[config.mk]
export PLATFORM = sky130hd
export DESIGN_NAME = cpu16_mc_ctrl
export DESIGN_NICKNAME = d
export VERILOG_FILES = /design/src/rtl/cpu16_pkg.sv /design/src/rtl/mem_wait_timer.sv /design/src/rtl/cpu16_mc_ctrl.sv
export SDC_FILE = /design/constraint.sdc
export NUM_CORES = 1
export LEC_CHECK = 0
export CAP_MARGIN = 20
export CORE_ASPECT_RATIO = 1.75
export CORE_MARGIN = 5
export CORE_UTILIZATION = 53
export DETAILED_ROUTE_END_ITERATION = 8
export PLACE_DENSITY = 0.94
export SYNTH_ARGS = -nofsm -noshare
export SYNTH_HDL_FRONTEND = slang
export SYNTH_SLANG_ARGS = --single-unit
[constraint.sdc]
create_clock -name clk -period 4.2 [get_ports clk]
set_input_delay 0.63 -clock clk [delete_from_list [all_inputs] [get_ports clk]]
set_output_delay 0.63 -clock clk [all_outputs]
set_load 0.05 [all_outputs]
[src/rtl/cpu16_pkg.sv]
// Shared encodings for the 16-bit multi-cycle CPU control path:
// opcodes, FSM states, datapath mux/ALU encodings and fault codes.
package cpu16_pkg;

    localparam logic [3:0] OP_RTYPE = 4'b0000;
    localparam logic [3:0] OP_LW    = 4'b0100;
    localparam logic [3:0] OP_SW    = 4'b0101;
    localparam logic [3:0] OP_BEQ   = 4'b0110;
    localparam logic [3:0] OP_ADDI  = 4'b0111;
    localparam logic [3:0] OP_J     = 4'b1000;
    localparam logic [3:0] OP_HALT  = 4'b1111;

    typedef enum logic [3:0] {
        S_IDLE, S_FETCH, S_DECODE, S_EXEC_R, S_WB_R, S_EXEC_I, S_WB_I,
        S_MEM_ADDR, S_MEM_RD, S_WB_MEM, S_MEM_WR, S_BRANCH, S_JUMP,
        S_HALT, S_FAULT
    } state_t;

    localparam logic [1:0] ALU_ADD   = 2'b00;
    localparam logic [1:0] ALU_SUB   = 2'b01;
    localparam logic [1:0] ALU_FUNCT = 2'b10;

    localparam logic [1:0] SRCB_REGB = 2'b00;
    localparam logic [1:0] SRCB_ONE  = 2'b01;
    localparam logic [1:0] SRCB_IMM  = 2'b10;

    localparam logic [1:0] PCSRC_ALU    = 2'b00;
    localparam logic [1:0] PCSRC_ALUOUT = 2'b01;
    localparam logic [1:0] PCSRC_JUMP   = 2'b10;

    localparam logic [1:0] FAULT_NONE    = 2'b00;
    localparam logic [1:0] FAULT_ILLEGAL = 2'b01;
    localparam logic [1:0] FAULT_TIMEOUT = 2'b10;

endpackage

[src/rtl/mem_wait_timer.sv]
// Counts consecutive not-ready memory cycles; expired_o flags the
// MEM_TIMEOUT-th such cycle combinationally so the FSM can fault on it.
module mem_wait_timer #(
    parameter int unsigned MEM_TIMEOUT = 8
) (
    input  logic clk_i,
    input  logic rst_i,
    input  logic clear_i,
    input  logic inc_i,
    output logic expired_o
);

    localparam logic [7:0] LAST = 8'(MEM_TIMEOUT - 1);

    logic [7:0] cnt_q;
    logic [7:0] cnt_d;

    always_comb begin
        cnt_d = cnt_q;
        if (clear_i)
            cnt_d = '0;
        else if (inc_i)
            cnt_d = cnt_q + 8'd1;
    end

    always_ff @(posedge clk_i or posedge rst_i) begin
        if (rst_i)
            cnt_q <= '0;
        else
            cnt_q <= cnt_d;
    end

    assign expired_o = inc_i && (cnt_q == LAST);

endmodule

[src/rtl/cpu16_mc_ctrl.sv]
// Multi-cycle control FSM for the 16-bit CPU: sequences fetch, decode,
// execute, memory and writeback, with memory wait timeout and fault codes.
module cpu16_mc_ctrl
    import cpu16_pkg::*;
#(
    parameter int unsigned MEM_TIMEOUT = 8,
    parameter int unsigned CNT_W       = 16
) (
    input  logic             clk,
    input  logic             reset,
    input  logic             run,
    input  logic [3:0]       opcode,
    input  logic             zero,
    input  logic             mem_ready,
    output logic             mem_read,
    output logic             mem_write,
    output logic             i_or_d,
    output logic             ir_write,
    output logic             pc_en,
    output logic [1:0]       pc_source,
    output logic             alu_src_a,
    output logic [1:0]       alu_src_b,
    output logic [1:0]       alu_op,
    output logic             reg_write,
    output logic             reg_dst,
    output logic             mem_to_reg,
    output logic             halted,
    output logic [1:0]       fault,
    output logic [CNT_W-1:0] retired
);

    state_t             state_q, state_d;
    logic [1:0]         fault_q, fault_d;
    logic [CNT_W-1:0]   retired_q, retired_d;
    logic               retire;
    logic               wait_cyc;
    logic               tmo;

    assign wait_cyc = (state_q == S_FETCH || state_q == S_MEM_RD || state_q == S_MEM_WR)
                      && !mem_ready;

    // Counter clears whenever no stall is in progress, which covers entry to each wait state.
    mem_wait_timer #(.MEM_TIMEOUT(MEM_TIMEOUT)) u_timer (
        .clk_i     (clk),
        .rst_i     (reset),
        .clear_i   (!wait_cyc),
        .inc_i     (wait_cyc),
        .expired_o (tmo)
    );

    always_comb begin
        state_d = state_q;
        fault_d = fault_q;
        retire  = 1'b0;
        case (state_q)
            S_IDLE:     if (run) state_d = S_FETCH;
            S_FETCH: begin
                if (mem_ready)
                    state_d = S_DECODE;
                else if (tmo) begin
                    state_d = S_FAULT;
                    fault_d = FAULT_TIMEOUT;
                end
            end
            S_DECODE: begin
                case (opcode)
                    OP_RTYPE:     state_d = S_EXEC_R;
                    OP_LW, OP_SW: state_d = S_MEM_ADDR;
                    OP_ADDI:      state_d = S_EXEC_I;
                    OP_BEQ:       state_d = S_BRANCH;
                    OP_J:         state_d = S_JUMP;
                    OP_HALT:      state_d = S_HALT;
                    default: begin
                        state_d = S_FAULT;
                        fault_d = FAULT_ILLEGAL;
                    end
                endcase
            end
            S_EXEC_R:   state_d = S_WB_R;
            S_EXEC_I:   state_d = S_WB_I;
            S_MEM_ADDR: state_d = (opcode == OP_SW) ? S_MEM_WR : S_MEM_RD;
            S_MEM_RD: begin
                if (mem_ready)
                    state_d = S_WB_MEM;
                else if (tmo) begin
                    state_d = S_FAULT;
                    fault_d = FAULT_TIMEOUT;
                end
            end
            S_MEM_WR: begin
                if (mem_ready) begin
                    state_d = S_FETCH;
                    retire  = 1'b1;
                end else if (tmo) begin
                    state_d = S_FAULT;
                    fault_d = FAULT_TIMEOUT;
                end
            end
            S_WB_R, S_WB_I, S_WB_MEM, S_BRANCH, S_JUMP: begin
                state_d = S_FETCH;
                retire  = 1'b1;
            end
            S_HALT, S_FAULT: state_d = state_q;
            default:         state_d = S_IDLE;
        endcase
        retired_d = retire ? retired_q + CNT_W'(1) : retired_q;
    end

    always_ff @(posedge clk or posedge reset) begin
        if (reset) begin
            state_q   <= S_IDLE;
            fault_q   <= FAULT_NONE;
            retired_q <= '0;
        end else begin
            state_q   <= state_d;
            fault_q   <= fault_d;
            retired_q <= retired_d;
        end
    end

    always_comb begin
        mem_read   = 1'b0;
        mem_write  = 1'b0;
        i_or_d     = 1'b0;
        ir_write   = 1'b0;
        pc_en      = 1'b0;
        pc_source  = PCSRC_ALU;
        alu_src_a  = 1'b0;
        alu_src_b  = SRCB_REGB;
        alu_op     = ALU_ADD;
        reg_write  = 1'b0;
        reg_dst    = 1'b0;
        mem_to_reg = 1'b0;
        case (state_q)
            S_FETCH: begin
                mem_read  = 1'b1;
                alu_src_b = SRCB_ONE;
                ir_write  = mem_ready;
                pc_en     = mem_ready;
            end
            S_DECODE:   alu_src_b = SRCB_IMM;
            S_EXEC_R: begin
                alu_src_a = 1'b1;
                alu_op    = ALU_FUNCT;
            end
            S_EXEC_I, S_MEM_ADDR: begin
                alu_src_a = 1'b1;
                alu_src_b = SRCB_IMM;
            end
            S_WB_R: begin
                reg_write = 1'b1;
                reg_dst   = 1'b1;
            end
            S_WB_I:     reg_write = 1'b1;
            S_MEM_RD: begin
                mem_read = 1'b1;
                i_or_d   = 1'b1;
            end
            S_WB_MEM: begin
                reg_write  = 1'b1;
                mem_to_reg = 1'b1;
            end
            S_MEM_WR: begin
                mem_write = 1'b1;
                i_or_d    = 1'b1;
            end
            S_BRANCH: begin
                alu_src_a = 1'b1;
                alu_op    = ALU_SUB;
                pc_source = PCSRC_ALUOUT;
                pc_en     = zero;
            end
            S_JUMP: begin
                pc_source = PCSRC_JUMP;
                pc_en     = 1'b1;
            end
            default: ;
        endcase
    end

    assign halted  = (state_q == S_HALT);
    assign fault   = fault_q;
    assign retired = retired_q;

endmodule

### Word-level counts from Yosys, hierarchy flattened

Index checks and enable logic that the tools add are counted.

* multiplexer cells: 27
* $add $sub $neg: 2
* reductions and logical operators: 20
* bitwise gates (word level): 1
* equal/unequal tests: 25

Operators with widths (number)
* $pmux 4 s10: 1
* $eq 4x4->1 const B: 9
* $eq 4x3->1 const B: 8
* $pmux 4 s6: 1
* $mux 4: 5
* $add 16x1->16 const B: 1
* $pmux 2 s2: 4
* $mux 1: 9
* $reduce_or 3->1: 3
* $add 8x1->8 const B: 1
* $eq 4x2->1 const B: 2
* $eq 8x3->1 const B: 1
* $logic_not 4->1: 2
* $mux 2: 4
* $mux 8: 1
* $reduce_or 2->1: 4
* $reduce_or 7->1: 1
* $ne 2x2->1 const B: 3
* $reduce_or 5->1: 1
* $eq 4x1->1 const B: 1
* $reduce_and 4->1: 1
* $reduce_or 4->1: 1
* $pmux 1 s3: 1
* $logic_and 1x1->1: 2
* 7 further kinds: 8

* logic and storage cells: 79
* output and inout port bits: 34
* input bits: 9
* register bits: 30

### Longest topological paths before layout

* word-level depth: 8
* gate-level depth with buffers: 6

### Cells and area by module

A second synthesis with hierarchy kept.

* cell total of the unflattened synthesis: 205
* area total of the unflattened synthesis: 1860.5 µm²

Modules (own cells, without submodules)
* cpu16_mc_ctrl: times used 1, area an instance 1442.6 µm², seq. area each 550.5 µm², cells each 161
* mem_wait_timer: times used 1, area an instance 417.9 µm², seq. area each 200.2 µm², cells each 44

### Least setup slack after synthesis

OpenSTA, ideal clock, no wires.

* kind: flip-flop to output port
* from: reg state_q[1]
* to: out pc_en
* setup slack: 1.204 ns
* arrival: 2.366 ns
* data required time: 3.570 ns
* cell stages (with the launch flop): 5
* buffers on the path: 2
* cell sequence: dfrtp_1 > buf_2 > clkbuf_1 > nor3_1 > a211o_1

* cells in the longest elaborated chain, start to end: 2

RTL lines
* start: declaration: line cpu16_mc_ctrl.sv:32 `state_t state_q, state_d;`
* start signal: assignment: line cpu16_mc_ctrl.sv:115 `state_q <= state_d;`
* $eq 4x4->1 / $eq 4x1->1 (equally long branches): line cpu16_mc_ctrl.sv:134 `case (state_q)`
* $pmux 1 s3 (*): line cpu16_mc_ctrl.sv:134
* end: declaration: line cpu16_mc_ctrl.sv:19 `output logic pc_en,`

Mark *: on every way between the ends. The rest lies on a longest branch, timed or not.

### Worst setup path after layout

* from: reg state_q[2]
* to: out pc_en

The elaborated chain is that of the path after synthesis.

==> out/results.tsv <==
stage	metric	value	unit
run_status	run status	finished clean	
logic_synthesis	Synth warnings	0	
final_layout	n_diodes	0	
global_routing	global-route wire length before repair	7490	um
floorplanning	Starting Density	53.7	%
cts	clk buf depth	2	
critical_path	Critical Path Source Type	register	
timing	final worst setup slack	0.982	ns
critical_path	worst reg2reg path depth	4	
floorplanning	I/O pins	43	
global_routing	largest net degree at the start of global routing	31	
timing	max frequency	0.311	GHz
critical_path	crit end category	output port	
final_layout	post-route cell area	0.00234	mm^2
cts	CTS Sinks	30	
cts	Skew-Pair Late Insertion Delay	0.28	ns
critical_path	crit path max-delay cell type	clkdlybuf4s50_1	
final_layout	area grow syn2layout	30.7	%
placement	Post-DP Area	0.00220	mm^2
routing	via count	1580	
critical_path	worst-path maximum fanout	18	
cts	clk slew on worst S/H paths	0.06	ns
timing	TNS Setup	0	ns
logic_synthesis	top_reg_cell synth	dfrtp_1	
placement	IO Port Bufs	42	
routing	WL/cell	16.3	um
logic_synthesis	Synth Area per Inst	9.22	um^2
power_and_ir_drop	VDD IR-drop max	382	uV
critical_path	critical-path cell list	nand2b_1 -> nor2_1 -> a211o_1 -> clkdlybuf4s50_1	
cts	CTS hold repair buffers	0	
floorplanning	die width	53.9	um
timing	unrepaired setup endpoints after global routing	no	
placement	Final GP Congestion	0.831	
global_routing	number of global-route vias before repair	1634	
final_layout	share of cells above drive strength 1	8.58	%
global_routing	grt ovf	0	
logic_synthesis	Post-Synthesis Cells	194	
global_routing	initial antenna violation count	0	
cts	post-cts repair resize count	0	
cts	H-tree depth	2	
final_layout	Nets	243	
floorplanning	core box area	0.00333	mm^2
critical_path	WP data arrival	2.59	ns
worst_hold_path	Hold Path Depth	1	
timing	final hold vios	0	
routing	DRC	0	
timing	Final Setup Violations	0	
placement	HPWL after detailed placement	3120	um
critical_path	CP Buf/Inv Count	1	
critical_path	WP depth	4	
floorplanning	die area	0.00468	mm^2
critical_path	Max stage delay on crit path	0.71	ns
cts	clock root cell	clkbuf_8	
routing	DRT Wirelength	4530	um
logic_synthesis	synth unique cells	46	
logic_synthesis	Cell Area, Synth	0.00179	mm^2
logic_synthesis	#FFs+latches synth	30	
critical_path	Top delay family on crit path	buffers and inverters	
routing	First-pass DRT Iterations	4	
logic_synthesis	ys async rst share	100	%
floorplanning	FP Rows	28	
cts	TritonCTS clock tree	done	
timing	Slew @ Worst Pin	0.651	ns
cts	setup bufs post-CTS	0	
logic_synthesis	area share of the largest cell type after synthesis	42.0	%
logic_synthesis	sequential area share after synthesis	42.0	%
logic_synthesis	Syn Nets	205	
floorplanning	Die Y	86.8	um
routing	First DRT Iteration DRCs	69	
timing	max-slew violations	0	
timing	clock skew	0.00690	ns
routing	Vias/cell	5.68	
power_and_ir_drop	total power	1690	uW
final_layout	Layout Cells excl Fill	278	
job	max-cap violations	0	
routing	antenna-violating nets left	0	
power_and_ir_drop	Lkg Pwr	0.000964	uW
logic_synthesis	synth top area cells	dfrtp_1 42%, xnor2_1 8.8%, nor2_1 5.0%, nand2_1 3.6%, nand3_1 3.4%	
global_routing	GRT Total Usage	21.6	%
power_and_ir_drop	P per Cell Area	722	mW/mm^2
final_layout	fill cell count	259	
cts	TritonCTS buffer count	5	
placement	pre-CTS setup slack	1.15	ns
placement	Cells after DPL	269	
logic_synthesis	area leader, netlist	dfrtp_1	
logic_synthesis	Post-synth EDFFs	0	
critical_path	Crit Path Category	register to output port	
timing	Max-slew headroom	56.6	%
timing	fin crit share	76.6	%
timing	minimum clock period	3.22	ns
worst_hold_path	worst min-delay path category	register to register	
critical_path	worst path required time	3.57	ns
## layout make-up
cell class / instances / area [um^2] / share of cell area, %
multi-input combinational: 144 / 942 / 40.3
clock buffer: 8 / 110 / 4.71
sequential: 30 / 751 / 32.1
inverter: 8 / 30.0 / 1.28
timing repair buffer: 43 / 448 / 19.2
tap: 45 / 56.3 / 2.41
## Yosys cell counts, drive strengths merged, types with 3 or more instances
cell and instances:
xor2 6, nor3 10, dfrtp 30, nand2b 5
clkbuf 4, nand4 4, o22ai 3, xnor2 18
buf 8, inv 8, a21oi 5, nand2 17
nor2 24, and3 6, nand3 12
## cells by family (layout without fill, tap and decap cells)
family                   Yosys count  in the layout  synth area share (%)
XOR/XNOR                          24             24                  11.8
flip-flops                        30             30                  42.0
multiplexers                       2              2                  1.26
adder cells (fa/ha/maj)            2              2                  1.40
buffers and inverters             20             59                  5.32
AO/OA/AOI/OAI                     31             31                  15.2
AND/OR/NAND/NOR                   85             85                  23.1
## flip-flops by register name (all words and copies together), names as in the netlist
signal,count
u_timer.cnt_q,8
retired,16
fault,2
state_q,4
## path summary, 6_finish.rpt
kind                             startpoint          endpoint  slack (ns)
max                              state_q[2]             pc_en        0.98
min                        u_timer.cnt_q[0]  u_timer.cnt_q[0]        0.48
max reg2reg                      state_q[2]       retired[15]        2.12
min reg2reg                u_timer.cnt_q[0]  u_timer.cnt_q[0]        0.48
max in group asynchronous             reset        retired[6]        3.14
min in group asynchronous             reset       retired[13]        0.62
## worst reg2reg max path, cell delays in order (launching register included)
cell and delay [ns]:
dfrtp_1 0.57, nand2b_1 0.45, o22ai_2 0.52, nand4_1 0.24, xnor2_1 0.19
## per-layer routing
layer,part of all wire (%),track usage (%)
met1,38,24.0
met2,55,36.2
met3,4.0,4.82
met4,3.1,12.3
met5,0,0
## metrics by stage
step                util [%]  hold WS (ns)
floorplan                  -         0.422
global placement        66.1         0.439
detailed placement      66.1         0.454
CTS                     69.4         0.462
global route            70.2         0.500
finish                  70.2         0.478
## cell usage in the layout, fill, tap and decap left out, types with 2 or more instances in the layout
master	Yosys	final
nand4_1	4	4
dfrtp_1	30	30
nor2_1	24	24
a2bb2oi_1	2	2
mux2_2	2	2
nand2b_1	5	5
a21oi_1	5	5
ha_1	2	2
a21o_1	2	2
or2_2	2	2
o21ai_0	2	2
inv_1	8	8
and3_1	6	6
clkbuf_8	0	8
a211o_1	2	2
clkdlybuf4s50_1	0	42
nand3_1	12	12
nand2_1	17	17
xnor2_1	18	18
o22ai_1	2	2
nor3_1	10	10
xor2_1	6	6
## power by group
group	internal, uW	switching (uW)
clock	165	105
sequential	350	131
combinational	344	593
Power figures use the tool's default switching activity.
